==> src/rtl/gtech_piso8_tx.sv <==
// gtech_piso8_tx: parallel-in/serial-out transmitter with valid/ready load,
// stall-able shifting, and frame valid/last markers.
module gtech_piso8_tx #(
   parameter int unsigned WIDTH      = 8,
   parameter bit          MSB_FIRST  = 1'b1,
   parameter logic        IDLE_LEVEL = 1'b0
) (
   input  logic             CP,
   input  logic             CD,
   input  logic [WIDTH-1:0] D,
   input  logic             LD_VALID,
   output logic             LD_READY,
   input  logic             SO_EN,
   output logic             SO,
   output logic             SO_VALID,
   output logic             SO_LAST,
   output logic             BUSY
);
   localparam int unsigned CW = $clog2(WIDTH);

   typedef enum logic {IDLE, SHIFT} state_t;

   state_t           state_q, state_d;
   logic [WIDTH-1:0] sh_q, sh_d;
   logic [CW-1:0]    cnt_q, cnt_d;
   logic             active, last, load;

   assign active   = state_q == SHIFT;
   assign last     = active && cnt_q == CW'(WIDTH - 1);
   // Ready is gated by CD so nothing can be accepted while reset is held.
   assign LD_READY = CD && (!active || (last && SO_EN));
   assign load     = LD_VALID && LD_READY;
   assign SO       = active ? (MSB_FIRST ? sh_q[WIDTH-1] : sh_q[0]) : IDLE_LEVEL;
   assign SO_VALID = active;
   assign SO_LAST  = last;
   assign BUSY     = active;

   always_comb begin
      state_d = state_q;
      sh_d    = sh_q;
      cnt_d   = cnt_q;
      if (load) begin
         state_d = SHIFT;
         sh_d    = D;
         cnt_d   = '0;
      end else if (active && SO_EN) begin
         if (last) state_d = IDLE;
         else begin
            sh_d  = MSB_FIRST ? {sh_q[WIDTH-2:0], 1'b0} : {1'b0, sh_q[WIDTH-1:1]};
            cnt_d = cnt_q + CW'(1);
         end
      end
   end

   always_ff @(posedge CP or negedge CD) begin
      if (!CD) begin
         state_q <= IDLE;
         sh_q    <= '0;
         cnt_q   <= '0;
      end else begin
         state_q <= state_d;
         sh_q    <= sh_d;
         cnt_q   <= cnt_d;
      end
   end
endmodule

==> config.mk <==
export PLATFORM = sky130hd
export DESIGN_NAME = gtech_piso8_tx
export DESIGN_NICKNAME = d
export VERILOG_FILES = /design/src/rtl/gtech_piso8_tx.sv
export SDC_FILE = /design/constraint.sdc
export NUM_CORES = 1
export LEC_CHECK = 0
export CAP_MARGIN = 20
export CORE_ASPECT_RATIO = 1.1
export CORE_MARGIN = 2
export CORE_UTILIZATION = 40
export CTS_CLUSTER_DIAMETER = 120
export DETAILED_ROUTE_END_ITERATION = 8
export PLACE_DENSITY = 0.72
export SLEW_MARGIN = 20
export SYNTH_ARGS = -nofsm -noshare
export SYNTH_HDL_FRONTEND = slang
export SYNTH_SLANG_ARGS = --single-unit
==> constraint.sdc <==
create_clock -name CP -period 1.4 [get_ports CP]
set_input_delay 0.14 -clock CP [delete_from_list [all_inputs] [get_ports CP]]
set_output_delay 0.14 -clock CP [all_outputs]
set_load 0.03 [all_outputs]
# After elaboration in Yosys (flattened, before gate mapping)

Cells that the tools add are included.

Output and inout port bits: 5
Word-level logic and storage cells: 27
Input port bits: 12
Memories kept: 0
Latch bits: 0
Bits in writable memories: 0
Bits in registers: 12
ROM bits: 0

Bitwise gates (word level): 0
Reductions and logical operators: 11
Div/mod/pow operators: 0
Shift operators: 0
Multiplexer cells: 10
$add $sub $neg: 1
Multipliers: 0
Equal/unequal tests: 2
Magnitude comparators: 0

Operator list:

| cell                | count |
|---|---|
| $mux 8              | 3 |
| $mux 3              | 3 |
| $logic_and 1x1->1   | 5 |
| $mux 1              | 4 |
| $reduce_and 2->1    | 2 |
| $reduce_bool 2->1   | 2 |
| $add 3x1->3 const B | 1 |
| $eq 3x3->1 const B  | 1 |
| $ne 2x1->1 const B  | 1 |
| $logic_not 1->1     | 1 |
| $logic_or 1x1->1    | 1 |

# Longest topological paths before layout

Gate-level depths: netlist (run 1).

Depth after elaboration: 8
Depth in mapped cells: 6
Gate-level depth less buffers: 5

# Worst setup path before layout (run 1)

OpenSTA, ideal clock, no wires.

Kind: register to register
Start point: reg cnt_q[0]
End point: reg sh_q[1]
Cell stages (with the launch flop): 6
Setup slack: -0.204 ns
Period minus slack after synthesis: 1.604 ns
Data arrival time: 1.478 ns
Data required time: 1.274 ns
Setup time: 0.126 ns
Buffers on the path: 0
Cells stage by stage: dfrtp_1 -> ha_1 -> ha_1 -> nand2b_1 -> a22o_1 -> a221o_1

Word-level cells in the longest chain between the ends: 8
Elaborated cells on any way between the ends: 10
Those cells by class: 2 x eq/ne; 1 x mux; 7 x reduce/logical

RTL lines:

| item                                                             | RTL line | RTL |
|---|---|---|
| from (decl)                                                      | 25       | `logic [CW-1:0] cnt_q, cnt_d;` |
| from (signal assigned)                                           | 63       | `cnt_q <= cnt_d;` |
| $eq 3x3->1 *                                                     | 29       | `assign last = active && cnt_q == CW'(WIDTH - 1);` |
| $logic_and 1x1->1 *                                              | 29       |  |
| $logic_and 1x1->1                                                | 31       | `assign LD_READY = CD && (!active \|\| (last && SO_EN));` |
| $logic_or 1x1->1                                                 | 31       |  |
| $logic_and 1x1->1                                                | 31       |  |
| $logic_and 1x1->1                                                | 32       | `assign load = LD_VALID && LD_READY;` |
| $ne 2x1->1 (no source line) or $reduce_bool 2->1 (tied branches) | -        |  |
| $reduce_and 2->1 (no source line)                                | -        |  |
| to (signal assigned)                                             | 58       | `sh_q <= '0;` |
| to (signal assigned)                                             | 62       | `sh_q <= sh_d;` |
| to (decl)                                                        | 24       | `logic [WIDTH-1:0] sh_q, sh_d;` |

Mark *: on every way between the ends. The rest lies on a longest branch, timed or not.
A chain may end at the register's enable or synchronous reset.

# Worst setup path in the final report (run 1)

Start point: reg cnt_q[0]
End point: out LD_READY

Word-level cells in the longest chain between the ends: 5

RTL lines:

| item              | RTL line | RTL |
|---|---|---|
| $eq 3x3->1        | 29       |  |
| $logic_and 1x1->1 | 29       |  |
| $logic_and 1x1->1 | 31       |  |
| $logic_or 1x1->1  | 31       |  |
| $logic_and 1x1->1 | 31       |  |
| to (decl)         | 12       | `output logic LD_READY,` |

No other way between the ends.

==> results_tabular.tex, run 1 <==
\begin{tabular}{lr}
\hline
Metric & Value \\
\hline
\multicolumn{2}{l}{\textbf{Outcome}} \\
\quad Status & finished, violations left \\
\quad Failing checks & negative setup slack \\
\multicolumn{2}{l}{\textbf{Synth}} \\
\quad Proportion of register bits with asynchronous set or reset after synthesis & 100\% \\
\quad Largest family of logic cells by synthesized area & compound AO/OA/AOI/OAI gates \\
\quad Area share of fa/ha/maj cells after synthesis & 4.26\% \\
\quad Average cell area after synthesis & 11.1 µm² \\
\quad Biggest area contributors in the synthesized netlist & sky130\_fd\_sc\_hd\_\_dfrtp\_1, sky130\_fd\_sc\_hd\_\_a221o\_1, sky130\_fd\_sc\_hd\_\_nor2\_1 \\
\quad Most instantiated library cell after synthesis & sky130\_fd\_sc\_hd\_\_dfrtp\_1 \\
\quad Register bit total from synthesis & 12 \\
\quad Number of flops mapped to enable cells by yosys & 0 \\
\quad Basic-gate share of the synthesized area counting and, or, nand and nor cells & 13.8\% \\
\quad Leading area contributor after synthesis & sky130\_fd\_sc\_hd\_\_dfrtp\_1 \\
\quad Synth Area in Compound Gates & 20.0\% \\
\quad Area share of the largest cell type after synthesis & 51.1\% \\
\quad Leading cell types by count after synthesis & sky130\_fd\_sc\_hd\_\_dfrtp\_1, sky130\_fd\_sc\_hd\_\_nor2\_1, sky130\_fd\_sc\_hd\_\_inv\_1 \\
\quad Part of the Yosys area used for sequential elements & 51.1\% \\
\quad Post-Synthesis Cells & 53 \\
\quad Synthesized-area fraction occupied by xor and xnor cells & 1.49\% \\
\quad Count of cell types in the netlist & 19 \\
\quad Top\_reg\_cell synth & sky130\_fd\_sc\_hd\_\_dfrtp\_1 \\
\quad Count of warnings emitted by yosys & 0 \\
\quad Synthesized netlist net count & 67 \\
\quad Multiplexer area fraction after synthesis & 3.40\% \\
\quad Post-Synthesis Cell Area & 588 µm² \\
\multicolumn{2}{l}{\textbf{Route}} \\
\quad DRC violation count after routing & 0 \\
\quad Total Routed Length & 1420 µm \\
\quad Drt via density & 5.20 \\
\quad DRT Pass-1 Iters & 4 \\
\quad Vias after detailed routing & 520 \\
\quad Antenna-violating nets left & 0 \\
\quad Post-DR wirelength/cell & 14.2 µm \\
\quad DRC marker count from the first detailed-route iteration & 10 \\
\multicolumn{2}{l}{\textbf{Final layout}} \\
\quad Net count of the finished layout & 99 \\
\quad Ratio of cells with drive above 1 in the final layout & 42.9\% \\
\quad Number of antenna diodes & 0 \\
\quad Post-synthesis to final-layout area growth & 65.3\% \\
\multicolumn{2}{l}{\textbf{Power}} \\
\quad Worst voltage drop across the vdd grid & 1.13 mV \\
\quad Leakage power figure & 0.000448 µW \\
\quad Power density over the cells & 2150 nW/µm² \\
\quad Power, Total & 2090 µW \\
\multicolumn{2}{l}{\textbf{STA}} \\
\quad Clk\_skew & 0.00136 ns \\
\quad Number of endpoints with negative hold slack in the final report & 0 \\
\quad Least-Margin Pin Slew & 0.303 ns \\
\quad Final worst-path cycle share & 118\% \\
\quad \# setup viols final & 13 \\
\quad PnR worst setup slack & -0.252 ns \\
\quad Clock period minus final worst setup slack & 1.65 ns \\
\quad Maximum clock rate & 605 MHz \\
\quad Max Transition Viols Final & 0 \\
\quad Setup repair after global routing missed its margin & yes \\
\quad Slew headroom & 79.8\% \\
\multicolumn{2}{l}{\textbf{Critical path}} \\
\quad Worst setup SP type & register \\
\quad Slowest cell on crit path & sky130\_fd\_sc\_hd\_\_dfrtp\_1 \\
\quad Critical Path Max Stage Delay & 0.39 ns \\
\quad Required time at the endpoint of the critical path & 1.26 ns \\
\quad Data arrival at the endpoint of the critical path & 1.51 ns \\
\quad Element type at the critical path end & primary output \\
\quad Worst path bufs/invs & 1 \\
\quad Critical path cell sequence & ha\_2, ha\_4, a21boi\_4, and2b\_1, buf\_6 \\
\quad CP delay by family, top & flip-flops \\
\quad Type of the setup path with the least slack & register to primary output \\
\quad Highest net fanout along the worst path & 3 \\
\multicolumn{2}{l}{\textbf{Clock tree}} \\
\quad Inserted Clock Buffers & 3 \\
\quad Buffer cell driving the clock tree root & sky130\_fd\_sc\_hd\_\_clkbuf\_4 \\
\quad H-tree Lvls & 1 \\
\quad CTS max path bufs & 2 \\
\quad Clock tree from TritonCTS & yes \\
\quad Clk slew on worst S/H paths & 0.08 ns \\
\quad Number of clock sinks & 12 \\
\quad Clock Latency Late Sink & 0.28 ns \\
\multicolumn{2}{l}{\textbf{Floorplanning}} \\
\quad Die Outline Area & 1790 µm² \\
\quad Overall die width & 40.6 µm \\
\quad Core box area & 1370 µm² \\
\quad Starting utilization of the core area & 43.0\% \\
\quad Num ports & 17 \\
\quad Die height & 44.2 µm \\
\quad Number of placement rows & 14 \\
\multicolumn{2}{l}{\textbf{Placement}} \\
\quad Number of buffer cells added on primary ports & 16 \\
\quad GPL Wtd Cong & 0.726 \\
\quad Detailed placement HPWL & 936 µm \\
\quad Worst setup slack before clock tree synthesis & -0.164 ns \\
\multicolumn{2}{l}{\textbf{Run}} \\
\quad Maxcap violations & 0 \\
\multicolumn{2}{l}{\textbf{Global routing}} \\
\quad Maximum number of pins on one net before global-route repair & 14 \\
\quad Wire length of the first global-routing pass & 2260 µm \\
\quad GR Overflow Total & 0 \\
\quad All-Layer GR Usage & 19.4\% \\
\quad Initial antenna violation count & 0 \\
\quad Via count of the first global-routing pass & 528 \\
\multicolumn{2}{l}{\textbf{Min path}} \\
\quad Worst hold-check path type & input port to async pin \\
\hline
\end{tabular}
path summary, 6_finish.rpt:
path | start | end | slack (ns) | cells after the start
max in group asynchronous | CD | cnt_q[2] | 1.04 | 2
max reg2reg | cnt_q[0] | cnt_q[2] | -0.21 | 7
max | cnt_q[0] | LD_READY | -0.25 | 5
min | CD | sh_q[0] | 0.20 | 2
min in group CP | D[4] | sh_q[4] | 0.48 | 2
min reg2reg | sh_q[0] | sh_q[0] | 0.53 | 1
timing repair:
item	CTS	global route
setup buffers	4	1
hold buffers	0	0
endpoints found under the setup margin	15	15
gates cloned	1	0
gates resized for setup	10	10
pin swaps	6	3
kinds of logic after synthesis:
| kind of cell | count (synthesis) |
|---|---|
| AO/OA/AOI/OAI | 13 |
| XOR/XNOR | 1 |
| adder cells (fa/ha/maj) | 2 |
| buffers and inverters | 8 |
| flip-flops | 12 |
| multiplexers | 2 |
| AND/OR/NAND/NOR | 15 |
layer usage:
layer | up-vias | share of wire, % | GRT usage [%]
met5 | - | 0 | 0
met1 | 257 | 44 | 24.3
met4 | 0 | 1.2 | 10.0
li1 | 248 | - | -
met2 | 13 | 50 | 30.5
met3 | 2 | 5.1 | 4.52
cell usage in the layout, fill, tap and decap left out:
| master | Yosys | routed |
|---|---|---|
| sky130_fd_sc_hd__a21boi_4 | 1 | 1 |
| sky130_fd_sc_hd__a21oi_1 | 3 | 2 |
| sky130_fd_sc_hd__a21oi_2 | 0 | 1 |
| sky130_fd_sc_hd__a221o_1 | 4 | 4 |
| sky130_fd_sc_hd__a22o_1 | 2 | 1 |
| sky130_fd_sc_hd__a22o_4 | 0 | 1 |
| sky130_fd_sc_hd__and2_1 | 2 | 2 |
| sky130_fd_sc_hd__and2b_1 | 1 | 1 |
| sky130_fd_sc_hd__buf_4 | 1 | 12 |
| sky130_fd_sc_hd__buf_6 | 0 | 4 |
| sky130_fd_sc_hd__clkbuf_2 | 0 | 2 |
| sky130_fd_sc_hd__clkbuf_4 | 0 | 3 |
| sky130_fd_sc_hd__clkbuf_8 | 0 | 1 |
| sky130_fd_sc_hd__clkdlybuf4s50_1 | 0 | 11 |
| sky130_fd_sc_hd__dfrtp_1 | 12 | 12 |
| sky130_fd_sc_hd__ha_2 | 0 | 1 |
| sky130_fd_sc_hd__ha_4 | 0 | 1 |
| sky130_fd_sc_hd__inv_1 | 6 | 6 |
| sky130_fd_sc_hd__mux2i_1 | 2 | 1 |
| sky130_fd_sc_hd__mux2i_2 | 0 | 1 |
| sky130_fd_sc_hd__nand2_1 | 1 | 1 |
| sky130_fd_sc_hd__nand2b_1 | 2 | 1 |
| sky130_fd_sc_hd__nand2b_4 | 0 | 1 |
| sky130_fd_sc_hd__nand3b_1 | 1 | 1 |
| sky130_fd_sc_hd__nor2_1 | 7 | 5 |
| sky130_fd_sc_hd__nor2_2 | 0 | 2 |
| sky130_fd_sc_hd__nor2_4 | 1 | 1 |
| sky130_fd_sc_hd__o32ai_2 | 0 | 2 |
| sky130_fd_sc_hd__o32ai_4 | 0 | 1 |
| sky130_fd_sc_hd__xor2_2 | 0 | 1 |
metrics by stage:
stage               area [µm²]  hold slack, ns  utilization, %  instances  setup TNS, ns
finish                     972           0.201            71.2        100          -2.17
global route               972           0.230            71.2        100          -3.02
CTS                        941           0.203            68.9         99          -2.10
detailed placement         832           0.504            60.9         90         -0.940
global placement           832           0.490            60.9         90         -0.628
floorplan                  619          -0.156               -         53         -0.427
report_power, final:
part / leakage, µW / total [µW] / switching (µW) / internal (µW)
Sequential: 0.000144 / 630 / 123 / 507
Combinational: 0.000283 / 1180 / 542 / 637
Clock: 0.0000210 / 286 / 127 / 158
Total: 0.000448 / 2090 / 792 / 1300
sequential cells by signal, summed over array words and instances, names as in the netlist:
signal / flops
sh_q: 8
cnt_q: 3
BUSY: 1
area by class of cell:
type / count / area, µm²
Inverter: 6 / 22.5
Tap cell: 16 / 20.0
Multi-Input combinational cell: 33 / 338
Clock buffer: 4 / 36.3
Sequential cell: 12 / 300
Timing Repair Buffer: 29 / 255
Fill cell: 98 / 394
Power figures use the tool's default switching activity.
==> run 2: changes to the inputs <==
CAP_MARGIN = unset   (was 20)
==> results of run 2 <==
Same layout as run 1: the final DEF is identical, and so are final timing and power.
==> run 3: changes to the inputs <==
CORE_ASPECT_RATIO = unset   (was 1.1)
CORE_UTILIZATION = 44   (was 40)
PLACE_DENSITY = 0.75   (was 0.72)
clock period = 1.67 ns   (was 1.4 ns; I/O delays follow)
==> results_tabular.tex, run 3 (synthesis results as in run 1) <==
\begin{tabular}{lr}
\hline
Metric & Value \\
\hline
\multicolumn{2}{l}{\textbf{Outcome}} \\
\quad Status & finished, violations left \\
\quad Failing checks & negative setup slack \\
\multicolumn{2}{l}{\textbf{Floorplanning}} \\
\quad Num ports & 17 (unchanged) \\
\quad Die height & 40.6 µm (-8.3\%) \\
\quad Die Outline Area & 1650 µm² (-8.3\%) \\
\quad Core box area & 1270 µm² (-7.1\%) \\
\quad Starting utilization of the core area & 46.4\% (+3.3 points) \\
\quad Number of placement rows & 13 (-1) \\
\quad Overall die width & 40.6 µm (unchanged) \\
\multicolumn{2}{l}{\textbf{STA}} \\
\quad PnR worst setup slack & -0.00546 ns (+0.246 ns) \\
\quad Least-Margin Pin Slew & 0.320 ns (+0.0166 ns) \\
\quad Clock period minus final worst setup slack & 1.68 ns \\
\quad Slew headroom & 78.6\% (-1.1 points) \\
\quad Maximum clock rate & 597 MHz \\
\quad Max Transition Viols Final & 0 (unchanged) \\
\quad Final worst-path cycle share & 100\% \\
\quad Hold Worst Slack & 0.228 ns (+0.0270 ns) \\
\quad Clk\_skew & 0.00517 ns (+0.00381 ns) \\
\quad \# setup viols final & 1 (-12) \\
\quad Setup repair after global routing missed its margin & yes \\
\quad Number of endpoints with negative hold slack in the final report & 0 (unchanged) \\
\multicolumn{2}{l}{\textbf{Final layout}} \\
\quad Net count of the finished layout & 94 (-5.1\%) \\
\quad Max FFs per register & 8 (unchanged) \\
\quad Register with the most flip-flops & sh\_q \\
\quad Ratio of cells with drive above 1 in the final layout & 23.1\% (-20 points) \\
\quad Number of antenna diodes & 0 (unchanged) \\
\quad Post-synthesis to final-layout area growth & 44.7\% \\
\quad Commonest non-fill, non-tap cells in the layout & sky130\_fd\_sc\_hd\_\_dfrtp\_1, sky130\_fd\_sc\_hd\_\_clkdlybuf4s50\_1, sky130\_fd\_sc\_hd\_\_buf\_4 \\
\multicolumn{2}{l}{\textbf{Critical path}} \\
\quad Worst Reg2Reg Path Length in Cells & 5 (-2) \\
\quad Element type at the critical path end & primary output \\
\quad Startpoint of the most critical setup path & cnt\_q[0] \\
\quad Capture point of the critical path & LD\_READY \\
\quad Highest net fanout along the worst path & 4 (+1) \\
\quad Worst reg2reg setup slack & 0.05 ns (+0.26 ns) \\
\quad Required time at the endpoint of the critical path & 1.50 ns (+0.24 ns) \\
\quad End of the worst register-to-register path & sh\_q[1] \\
\quad Type of the setup path with the least slack & register to primary output \\
\quad Data arrival at the endpoint of the critical path & 1.51 ns (about the same) \\
\quad Beginning of the worst register-to-register path & cnt\_q[0] \\
\quad Worst setup SP type & register \\
\multicolumn{2}{l}{\textbf{Route}} \\
\quad DRC marker count from the first detailed-route iteration & 12 (+2) \\
\quad DRC violation count after routing & 0 (unchanged) \\
\quad Post-DR wirelength/cell & 13.4 µm (-5.7\%) \\
\quad DRT Pass-1 Iters & 4 (unchanged) \\
\quad Antenna-violating nets left & 0 (unchanged) \\
\quad Vias after detailed routing & 489 (-6.0\%) \\
\quad Drt via density & 5.26 (+1.1\%) \\
\quad Total Routed Length & 1250 µm (-12\%) \\
\multicolumn{2}{l}{\textbf{Clock tree}} \\
\quad H-tree Lvls & 1 (unchanged) \\
\quad CTS max path bufs & 2 (unchanged) \\
\quad Inserted Clock Buffers & 3 (unchanged) \\
\quad Cts hold-fix bufs & 0 (unchanged) \\
\quad Clk slew on worst S/H paths & 0.08 ns (about the same) \\
\quad Clock Latency Late Sink & 0.27 ns (about the same) \\
\quad Number of clock sinks & 12 (unchanged) \\
\quad Clock tree from TritonCTS & yes \\
\quad Buffer cell driving the clock tree root & sky130\_fd\_sc\_hd\_\_clkbuf\_4 \\
\multicolumn{2}{l}{\textbf{Global routing}} \\
\quad All-Layer GR Usage & 18.0\% (-1.4 points) \\
\quad Wire length of the first global-routing pass & 1890 µm (-16\%) \\
\quad GR Overflow Total & 0 (unchanged) \\
\quad Initial antenna violation count & 0 (unchanged) \\
\quad Via count of the first global-routing pass & 437 (-17\%) \\
\quad Maximum number of pins on one net before global-route repair & 14 (unchanged) \\
\multicolumn{2}{l}{\textbf{Run}} \\
\quad Maxcap violations & 0 (unchanged) \\
\multicolumn{2}{l}{\textbf{Power}} \\
\quad Leakage power figure & 0.000405 µW (-9.7\%) \\
\quad Power density over the cells & 1710 nW/µm² (-21\%) \\
\quad Worst voltage drop across the vdd grid & 0.798 mV (-29\%) \\
\quad Power, Total & 1450 µW (-31\%) \\
\multicolumn{2}{l}{\textbf{Placement}} \\
\quad GPL Wtd Cong & 0.681 (-6.3\%) \\
\quad Number of buffer cells added on primary ports & 16 (unchanged) \\
\quad Detailed placement HPWL & 853 µm (-8.8\%) \\
\multicolumn{2}{l}{\textbf{Min path}} \\
\quad Worst hold-check path type & input port to async pin \\
\hline
\end{tabular}
## run 3: layout make-up
| class | instances | area, µm² |
|---|---|---|
| Fill cell | 106 | 418 |
| Sequential cell | 12 | 300 |
| Multi-Input combinational cell | 33 | 269 |
| Timing Repair Buffer | 24 | 218 |
| Clock buffer | 3 | 22.5 |
| Inverter | 6 | 22.5 |
| Tap cell | 15 | 18.8 |
## run 3: timing repair
action	CTS	global route
gates cloned	0	0
gates resized for setup	6	4
setup buffers	2	1
endpoints found under the setup margin	7	7
pin swaps	2	2
## run 3: stage by stage
stage                     instance area (µm²)  setup WS (ns)  instances  util (%)   TNS, ns
after floorplan                           588         0.0660         53         -         0
after global placement                    790       -0.00132         87      62.2  -0.00132
after detailed placement                  790        -0.0316         87      62.2    -0.115
after CTS                                 843        -0.0188         92      66.5   -0.0188
after global routing                      851        -0.0478         93      67.1   -0.0478
final                                     851       -0.00546         93      67.1  -0.00546
## run 3: power breakdown
part           internal, µW  switching [µW]
combinational           400             372
sequential              425            83.2
clock                  83.2            92.2
## run 3: worst max-delay path: stages (launching register included)
cell and delay (ns):
sky130_fd_sc_hd__dfrtp_1 0.40, sky130_fd_sc_hd__ha_2 0.20, sky130_fd_sc_hd__ha_4 0.17, sky130_fd_sc_hd__a21boi_4 0.14, sky130_fd_sc_hd__and2b_1 0.20, sky130_fd_sc_hd__buf_6 0.13
## run 3: how the worst min path moves through the flow
stage	from	endpoint	slack, ns
2_1_floorplan	CD	BUSY	-0.13
3_3_place_gp	sh_q[0]	sh_q[0]	0.48
3_5_place_dp	sh_q[7]	sh_q[7]	0.49
4_1_cts	CD	sh_q[7]	0.24
5_1_grt	CD	sh_q[6]	0.26
6_report	CD	sh_q[6]	0.23
## run 3: per-layer routing
| layer | share of wire (%) | track usage, % |
|---|---|---|
| met5 | 0 | 0 |
| met4 | 0.80 | 7.50 |
| met3 | 5.1 | 3.33 |
| met2 | 49 | 29.0 |
| met1 | 45 | 23.6 |
==> patch 1, RTL diff (flow settings as in run 2) <==
`sh_q` no longer has a reset.
--- a/src/rtl/gtech_piso8_tx.sv
+++ b/src/rtl/gtech_piso8_tx.sv
@@ -56,12 +56,14 @@
       if (!CD) begin
          state_q <= IDLE;
-         sh_q    <= '0;
          cnt_q   <= '0;
       end else begin
          state_q <= state_d;
-         sh_q    <= sh_d;
          cnt_q   <= cnt_d;
       end
    end
+
+   always_ff @(posedge CP) begin
+      sh_q <= sh_d;
+   end
 endmodule
 
Behaviour: same outputs for any inputs over 10 cycles, from zero or initial values; that may be too few to reach the edited logic, so the function may still have changed.
==> patch 1 against run 2 <==
The run still ends with negative setup slack left. Global-route usage shrank 5.5 points. Sequential power grew 2%. Design area shrank 7.9%. Sequential cell count is the same. Wire length shrank 31%. Worst setup slack gained 0.049 ns. Largest cell class is now registers. Area after synthesis grew 1.7%. Fmax grew 3.1%. Clock skew grew 0.0080 ns. Clock power shrank 24%. Non-clock buffer count shrank 5. Total power shrank 18%. Sequential share of layout area grew 7.1 points. Combinational power shrank 27%.
==> patch 1: results (changes against run 2) <==
metric	value	unit	change
pwr dens	1916	mW/mm^2	was 2154 mW/mm^2
clock skew	0.009340	ns	was 0.001359 ns
Synth Area in XOR/XNOR	1.464	%	was 1.489%
Compound-Gate Fraction of Synth Area	3.975	%	was 20.00%
FF-to-FF path depth	6		was 7
cell area after placement	828.3	um^2	was 832.0 um^2
Post-synth top cells	8 x edfxtp_1, 6 x mux2_4, 4 x dfrtp_1		was 12 x dfrtp_1, 7 x nor2_1, 6 x inv_1
Max FO, Critical Path	4		was 3
asr flop ratio synth	33.33	%	was 100.0%
total track usage	13.92	%	was 19.44%
largest net degree at the start of global routing	9		was 14
mux contribution to synthesized area	20.29	%	was 3.404%
post-synthesis cell type count	18		was 19
nets@finish	81		was 99
setup TNS	-3.262	ns	was -2.174 ns
Post-synth EDFFs	8		was 0
fin worst setup slack	-0.2024	ns	was -0.2518 ns
failing checks	negative setup slack		unchanged
Antenna Cells	0		unchanged
pre-CTS setup slack	-0.4432	ns	was -0.1635 ns
vias in the first global route	395		was 528
outcome	complete, but fails checks		unchanged
worst vdd ir	0.9502	mV	was 1.127 mV
hpwl dp	712.5	um	was 935.8 um
share of cells above drive strength 1	42.42	%	was 42.86%
Starting DRT DRC Count	1		was 10
DRT Pass-1 Iters	2		was 4
Post-Synth Adder-Cell Area	4.184	%	was 4.255%
Placer Congestion	0.6142		was 0.7263
cell taking the most area after synthesis	edfxtp_1		was dfrtp_1
first-pass GRT wire length	1.621	mm	was 2.256 mm
Syn Nets	53		was 67
fillers	114		was 98
Final Setup Violations	21		was 13
routed vias/inst	4.683		was 5.200
Static Leak	0.0003645	uW	was 0.0004479 uW
## patch 1: cell count changes after synthesis, moves of 2 or more
cell	before	now
dfrtp_1	12	4
edfxtp_1	0	8
inv_1	6	0
mux2_4	0	6
a221o_1	4	0
nor2_1	7	3
a21oi_1	3	0
o32ai_1	3	0
a22o_1	2	0
## patch 1: cell type report
type | instances | area share, %
clock inverters | 1 | 0.4190
repair buffers | 24 | 25.14
clock buffers | 3 | 2.514
well taps | 16 | 2.235
multi-input cells | 26 | 31.70
flip-flops and latches | 12 | 37.99
## patch 1: worst paths after layout
| check | startpoint | endpoint | slack (ns) |
|---|---|---|---|
| hold / removal | CD | BUSY$_DFFE_PN0P_ | 0.17 |
| min in group CP | D[0] | sh_q[0]$_SDFFCE_PP0P_ | 0.54 |
| max in group asynchronous | CD | cnt_q[1]$_DFFE_PN0P_ | 1.13 |
| hold reg to reg | cnt_q[1]$_DFFE_PN0P_ | cnt_q[1]$_DFFE_PN0P_ | 0.55 |
| setup / recovery | cnt_q[0]$_DFFE_PN0P_ | LD_READY | -0.20 |
| setup reg to reg | cnt_q[0]$_DFFE_PN0P_ | sh_q[0]$_SDFFCE_PP0P_ | -0.19 |
## patch 1: cell families after synthesis
family / count (synthesis)
AOI/OAI and AO/OA: 2
xor gates and xnor gates: 1
adders and majority gates: 2
buffers and inverters: 2
DFF: 12
muxes: 9
and+or+nand+nor: 11
## patch 1: critical path: cells and delay by family, from the launching register on
kind,cells,cell delay (ns)
flops,1,0.38
fa+ha+maj,2,0.37
compound gates,1,0.21
buf+inv,1,0.17
simple gates,1,0.07
## patch 1: metrics by stage
step	hold WS, ns	std cells
floorplan	-0.1556	39
global placement	0.4383	76
finish	0.1666	82
CTS	0.1485	81
detailed placement	0.4471	76
global route	0.1747	82
## patch 1: layer usage
layer	GRT usage [%]	routed length [um]
met1	16.50	431
met2	21.25	478
met3	4.523	65
met4	8.000	0
met5	0	0
## patch 1: report_power, final
| part | switching (uW) | total (uW) | internal (uW) |
|---|---|---|---|
| clock | 113 | 217 | 103 |
| sequential | 65.2 | 642 | 577 |
| combinational | 393 | 858 | 465 |
## patch 1: timing repair
action                     4_1_cts  5_1_grt
gates resized for setup         15        2
setup buffers                    0        1
gates cloned                     1        0
setup endpoints to repair       24       21
pin swaps                        4        0
==> patch 2, RTL diff (flow settings as in run 2) <==
Without the edit above. Change the parameter `WIDTH` from 8 to 16.
--- a/src/rtl/gtech_piso8_tx.sv
+++ b/src/rtl/gtech_piso8_tx.sv
@@ -2,5 +2,5 @@
 // stall-able shifting, and frame valid/last markers.
 module gtech_piso8_tx #(
-   parameter int unsigned WIDTH      = 8,
+   parameter int unsigned WIDTH      = 16,
    parameter bit          MSB_FIRST  = 1'b1,
    parameter logic        IDLE_LEVEL = 1'b0
Interface: changed (resized D); port bits go from 17 to 25. The function was not compared with the original's and may differ.
==> patch 2 against run 2 <==
The flow still finishes with violations (negative setup slack). Worst setup slack better by 0.073 ns. Clock skew rose by 0.0016 ns. Total power up 23%. Design area rose by 72%. Sequential cell count increased by 9. Wire length is 110% higher. Sequential share of layout area up 0.60 points. Via count is 120% higher. Clock power grew 10%. Area after synthesis up 92%. Largest power group unchanged.
==> patch 2: results (changes against run 2) <==
metric	value	unit	change
Syn Nets	143		was 67
Crit. Startpoint	cnt_q[1]$_DFFE_PN0P_		was cnt_q[0]$_DFFE_PN0P_
Static Leak	0.0008389	uW	was 0.0004479 uW
nets@finish	193		was 99
post-synthesis cell type count	29		was 19
FF-to-FF setup slack	-0.12	ns	was -0.21 ns
clock skew	0.002992	ns	was 0.001359 ns
fin worst setup slack	-0.1784	ns	was -0.2518 ns
Comb power frac	49.0	%	was 56.3%
Final Non-Filler Cells	204		was 100
post-CTS sizing	15		was 10
routed vias/inst	5.564		was 5.200
grt met3 use	2.500	%	was 4.523%
Non-CTS buffers	51		was 29
total power	2576	uW	was 2094 uW
Final Setup Violations	18		was 13
first-pass GRT wire length	4.968	mm	was 2.256 mm
cell area after placement	0.001558	mm^2	was 832.0 um^2
failing checks	negative setup slack		unchanged
area occupied by multi-input gates	508.0	um^2	was 337.8 um^2
outcome	complete, but fails checks		unchanged
# port buffers	24		was 16
fin util	61.33	%	was 71.15%
multi-input gates	63		was 33
worst vdd ir	0.8495	mV	was 1.127 mV
Post-synth top cells	32 x inv_1, 21 x dfrtp_1, 14 x a222oi_1		was 12 x dfrtp_1, 7 x nor2_1, 6 x inv_1
max reg flops	16		was 8
Slowest Stage Delay on Critical Path	0.43	ns	was 0.39 ns
[patch 2: cell types whose count changed in the layout (fill, tap and decap cells not counted), sizes merged, moves of 5 or more]
cell and change:
inv +26, a222oi +14, buf +14, dfrtp +9, clkdlybuf4s50 +8, nand2 +6
a21oi +5
[patch 2: cell families (layout without fill, tap and decap cells)]
kind of cell,after synthesis,after routing,synth area share [%]
fa+ha+maj,1,1,1.110
flops,21,21,46.61
mux,1,1,0.8879
simple gates,25,25,10.88
buf+inv,39,87,15.54
compound gates,35,36,24.97
[patch 2: worst min path at each step]
stage,to,slack [ns],cells after the start
floorplan,BUSY$_DFFE_PN0P_,-0.16,0
finish,cnt_q[2]$_DFFE_PN0P_,0.19,2
CTS,sh_q[0]$_DFFE_PN0P_,0.19,2
global route,sh_q[0]$_DFFE_PN0P_,0.19,2
detailed placement,sh_q[0]$_DFFE_PN0P_,0.53,2
global placement,sh_q[3]$_DFFE_PN0P_,0.51,2
